[src/rtl/spike_decoder5.sv]
// Output decoder for the 5-neuron layer: counts spikes per channel over a fixed
// window, then scans for the strongest channel and holds it under a valid/ack handshake.
module spike_decoder5 #(
  parameter int unsigned WINDOW = 64,
  parameter int unsigned CNT_W  = 8
) (
  input  logic             clk,
  input  logic             rst,
  input  logic             start,
  input  logic [7:0]       in0,
  input  logic [7:0]       in1,
  input  logic [7:0]       in2,
  input  logic [7:0]       in3,
  input  logic [7:0]       in4,
  output logic             busy,
  output logic             result_valid,
  output logic [2:0]       result_class,
  output logic [CNT_W-1:0] result_count,
  input  logic             result_ack
);

  localparam int unsigned WC_W = (WINDOW > 1) ? $clog2(WINDOW) : 1;

  typedef enum logic [1:0] {
    S_IDLE,
    S_ACCUM,
    S_COMPARE,
    S_DONE
  } state_t;

  state_t           r_state;
  state_t           w_next;

  logic [CNT_W-1:0] r_cnt [5];
  logic [WC_W-1:0]  r_win;
  logic [2:0]       r_idx;
  logic [2:0]       r_best_idx;
  logic [CNT_W-1:0] r_best_cnt;
  logic [2:0]       r_res_class;
  logic [CNT_W-1:0] r_res_count;

  logic [4:0]       w_spike;
  logic             w_win_last;
  logic             w_scan_last;
  logic [CNT_W-1:0] w_cand;
  logic             w_take;
  logic [CNT_W-1:0] w_sel_cnt;
  logic [2:0]       w_sel_idx;

  assign w_spike     = {in4 != '0, in3 != '0, in2 != '0, in1 != '0, in0 != '0};
  assign w_win_last  = (r_win == WC_W'(WINDOW - 1));
  assign w_scan_last = (r_idx == 3'd4);

  // Strict greater-than keeps the earliest channel on ties.
  assign w_cand    = r_cnt[r_idx];
  assign w_take    = (w_cand > r_best_cnt);
  assign w_sel_cnt = w_take ? w_cand : r_best_cnt;
  assign w_sel_idx = w_take ? r_idx  : r_best_idx;

  always_ff @(posedge clk) begin
    if (rst) r_state <= S_IDLE;
    else     r_state <= w_next;
  end

  always_comb begin
    w_next = r_state;
    unique case (r_state)
      S_IDLE:    if (start)       w_next = S_ACCUM;
      S_ACCUM:   if (w_win_last)  w_next = S_COMPARE;
      S_COMPARE: if (w_scan_last) w_next = S_DONE;
      S_DONE:    if (result_ack)  w_next = S_IDLE;
      default:                    w_next = S_IDLE;
    endcase
  end

  always_ff @(posedge clk) begin
    if (rst) begin
      for (int unsigned i = 0; i < 5; i++) r_cnt[i] <= '0;
      r_win       <= '0;
      r_idx       <= '0;
      r_best_idx  <= '0;
      r_best_cnt  <= '0;
      r_res_class <= '0;
      r_res_count <= '0;
    end else begin
      unique case (r_state)
        S_IDLE: begin
          if (start) begin
            for (int unsigned i = 0; i < 5; i++) r_cnt[i] <= '0;
            r_win      <= '0;
            r_idx      <= '0;
            r_best_idx <= '0;
            r_best_cnt <= '0;
          end
        end
        S_ACCUM: begin
          for (int unsigned i = 0; i < 5; i++) begin
            if (w_spike[i] && (r_cnt[i] != '1)) r_cnt[i] <= r_cnt[i] + 1'b1;
          end
          r_win <= r_win + 1'b1;
        end
        S_COMPARE: begin
          r_best_cnt <= w_sel_cnt;
          r_best_idx <= w_sel_idx;
          r_idx      <= r_idx + 1'b1;
          // Publish on the final channel so DONE sees a complete result.
          if (w_scan_last) begin
            r_res_count <= w_sel_cnt;
            r_res_class <= (w_sel_cnt == '0) ? 3'd7 : w_sel_idx;
          end
        end
        default: ;
      endcase
    end
  end

  assign busy         = (r_state == S_ACCUM) || (r_state == S_COMPARE);
  assign result_valid = (r_state == S_DONE);
  assign result_class = r_res_class;
  assign result_count = r_res_count;

endmodule
[config.mk]
export PLATFORM = sky130hd
export DESIGN_NAME = spike_decoder5
export DESIGN_NICKNAME = d
export VERILOG_FILES = /design/src/rtl/spike_decoder5.sv
export SDC_FILE = /design/constraint.sdc
export NUM_CORES = 1
export LEC_CHECK = 0
export ABC_AREA = 1
export CORE_UTILIZATION = 50
export DETAILED_ROUTE_END_ITERATION = 10
export PLACE_DENSITY = 0.86
export SYNTH_ARGS = -nofsm -noshare
export SYNTH_HDL_FRONTEND = slang
export SYNTH_SLANG_ARGS = --single-unit
[constraint.sdc]
create_clock -name clk -period 2.4 [get_ports clk]
set_input_delay 0.48 -clock clk [delete_from_list [all_inputs] [get_ports clk]]
set_output_delay 0.48 -clock clk [all_outputs]
set_load 0.01 [all_outputs]
==> out/metrics.cfg <==
[worst_setup_path]
cp-start-kind = flip-flop
crit_path_start = r_cnt[3][4]$_SDFFCE_PN0P_
critPathKind = reg2reg
crit_buf_inv = 6
r2r_setup_slack_ns = -0.44
cp_data_arrival_time_ns = 3.17
crit_fanout = 8
reg2reg_from = r_cnt[3][4]$_SDFFCE_PN0P_
path_cells = inv_1, nand2_1, nand3_1, nand3_1, nand2_2, inv_1, ha_1, nand2_2, nor2_4, buf_6, nand4_4, buf_8, nand3_2, nand2_2, buf_4, buf_4, a21oi_2
crit_family = simple AND/OR/NAND/NOR gates
crit_path_end_kind = flip-flop
slowest_stage = edfxtp_1
crit_path_max_incr_delay_ns = 0.44
r2r-end = result_count[5]$_SDFFE_PP0P_
crit_top_cell = nand2_2
cp.required_ns = 2.72
r2r_cells = 17

[synth]
ys_seq_elements = 76
synthFlopType = edfxtp_1
syn-num-nets = 642
ys_seq_area_share_pct = 43.18
netlist_instances = 578
synth_edf_count = 40
synth_cell_types = 32
ys_warn_count = 0
synth-async-reset-ratio_pct = 0
synth_area_per_cell_um2 = 7.700
syn-cell-area_mm2 = 0.004451

[finish]
fillCellCount = 524
layout-drive-gt1-share_pct = 30.00
multi_input_area_mm2 = 0.002564
fin_util_pct = 73.92
antenna_cells = 0
nets = 779
regArea_mm2 = 0.001929
area_growth_pct = 44.14

[cts]
cts_max_path_buffers = 2
worst_skew_pair.late_latency_ns = 0.38
htreeDepth = 3
hold_buffers = 0
cts-buffers-inserted = 9
cts-root-buf = clkbuf_8
cts_tree = yes
path_clk_slew_ns = 0.09
cts_sinks = 76

[pwr]
swShare_pct = 48.07
leakagePower_nw = 2.779
internal-power_mw = 5.761
p_total_mw = 11.09
p_per_area_mw_per_mm2 = 1729
peakVddDrop_mv = 0.8522
comb_power_share_pct = 69.0
power_frac_seq_pct = 21.6
clkPwrFrac_pct = 9.3
p_switching_mw = 5.333

[detailed_routing]
ant_nets = 0
wl_per_cell_um = 20.12
drt_pass1_iterations = 6
wirelength_mm = 16.66
via_per_inst = 6.124
first_iter_violations = 673
vias = 5071
drc = 0

[placed_design]
io_buffer_count = 56
gp_congestion = 0.8724
dpl.hpwl_mm = 7.875
dp_slack_ns = -0.06313

[global_routing]
gr-usage-met2_pct = 48.23
overflow = 0
use_met1_pct = 33.38
antenna_found_initial = 0
grt_busiest_layer = met2
grt_max_degree = 41
grt_usage_pct = 28.60
grt_first_pass_wirelength_mm = 20.16
grt_pass1_vias = 4468
use_met3_pct = 7.346

[run_status]
violations = negative setup slack
status = finished with violations

[sta]
slew_headroom_pct = 66.85
finalCriticalPeriod_ns = 2.845
fin_skew_ns = 0.01004
grt_setup_unrepaired = true
clock.fmax_mhz = 351.5
fin_crit_sh_pct = 118.5
max_slew.worst_pin.slew_ns = 0.4920
setup_ws_ns = -0.4448
setup_violations = 31
hold_viol = 0
slew_violations = 0

[die]
die_h_um = 96.35
die-area_mm2 = 0.009282
core-area_mm2 = 0.008678
die_x_um = 96.35
rows = 34
start_util_pct = 51.28
ios = 57

[flow_run]
maxCapViolCount = 0

[hold_path]
hold_path.class = reg2reg
min_to = r_best_cnt[1]$_SDFFE_PP0P_
whs_path_depth = 2
min_from = r_best_cnt[1]$_SDFFE_PP0P_

==> metal layers <==
metal	wire length [um]	vias to the layer above
met5	0	-
met3	1766	169
li1	-	2156
met1	5791	2309
met2	7555	437
met4	1549	0
==> logic make-up after synthesis <==
kind of cell    count (synthesis)  share of synthesized area (%)
buf+inv                       102                          9.980
xor+xnor                       16                          3.149
simple gates                  300                          30.48
flops                          76                          43.18
compound gates                 64                          7.591
fa+ha+maj                      20                          5.623
==> cells in the mapped netlist (3+ instances only) <==
cell type  number  area [um2]
a211oi_1        3       22.52
a21oi_1        37       185.2
buf_6           7       78.83
clkbuf_1        6       22.52
dfxtp_1        36       720.7
edfxtp_1       40        1201
ha_1           20       250.2
inv_1          82       307.8
inv_2           4       15.01
nand2_1       138       518.0
nand3_1        57       285.3
nand4_1         3       18.77
nor2_1         62       232.7
nor3_1         12       60.06
nor3b_1         5       37.54
nor3b_2         3       37.54
nor4_1          8       50.05
o21ai_0        21       105.1
xor2_1         16       140.1
==> worst max-delay path by stage <==
stage / end / depth (start not counted) / slack, ns
finish: result_count[5]$_SDFFE_PP0P_ / 17 / -0.44
CTS: result_class[2]$_SDFFE_PP0P_ / 18 / 0.003
floorplan: result_class[0]$_SDFFE_PP0P_ / 20 / 0.12
detailed placement: r_cnt[2][2]$_SDFFCE_PN0P_ / 8 / -0.06
global route: result_class[0]$_SDFFE_PP0P_ / 19 / -0.57
global placement: r_cnt[2][2]$_SDFFCE_PN0P_ / 8 / -0.01
==> flip-flops by register name, summed over array words and instances (netlist names), named ones only <==
register	count
r_cnt	40
r_best_cnt	8
result_count	8
r_win	6
r_best_idx	3
r_idx	3
result_class	3
r_state	2
==> final cells by class <==
cell class	count	area share [%]
flip-flops and latches	76	30.08
inverters	86	5.169
clock buffers	12	2.750
multi-input cells	401	39.96
well taps	108	2.107
clock inverters	4	0.4096
repair buffers	141	19.52
==> what timing repair did <==
action / CTS / global route
setup endpoints to repair: 4 / 97
endpoints found under the hold margin: 0 / 0
cloned: 3 / 0
resized for setup: 29 / 114
buffers inserted: 26 / 14
pin swaps: 17 / 35
==> stage by stage <==
| stage | area (um2) | instances | hold WS (ns) | TNS (ns) |
|---|---|---|---|---|
| final | 6415 | 828 | 0.4953 | -7.761 |
| after global routing | 6415 | 828 | 0.5101 | -16.18 |
| after CTS | 5881 | 814 | 0.4689 | 0 |
| after detailed placement | 5348 | 769 | 0.4558 | -2.319 |
| after global placement | 5348 | 769 | 0.4517 | -0.1289 |
| after floorplan | 4451 | 578 | 0.4423 | 0 |
==> placed cells by master, fill, tap and decap left out, types with 11 or more instances in the layout <==
| cell type | instances |
|---|---|
| nand2_2 | 25 |
| buf_4 | 75 |
| a21oi_1 | 30 |
| o21ai_0 | 18 |
| xor2_1 | 16 |
| nand3_1 | 39 |
| clkbuf_8 | 11 |
| inv_2 | 13 |
| clkdlybuf4s50_1 | 56 |
| nand3_2 | 15 |
| nand2_1 | 98 |
| dfxtp_1 | 34 |
| ha_1 | 14 |
| inv_1 | 71 |
| nand2_4 | 18 |
| nor3_1 | 12 |
| nor2_1 | 53 |
| edfxtp_1 | 40 |
==> power by group through the flow <==
stage | logic (mW) | registers [mW] | clock network (mW)
2_1_floorplan | 2.71 | 2.28 | 0
3_3_place_gp | 4.04 | 2.32 | 0
3_5_place_dp | 4.19 | 2.35 | 0
4_1_cts | 5.04 | 2.33 | 1.00
5_1_grt | 8.03 | 2.42 | 1.07
6_report | 7.66 | 2.40 | 1.04
==> worst min-delay path: cells and delay by family, from the launching register on <==
family	cells	cell delay, ns
and+or+nand+nor	1	0.07
DFF	1	0.33
AOI/OAI and AO/OA	1	0.06
Note: power is estimated with default switching activity, not from simulation.
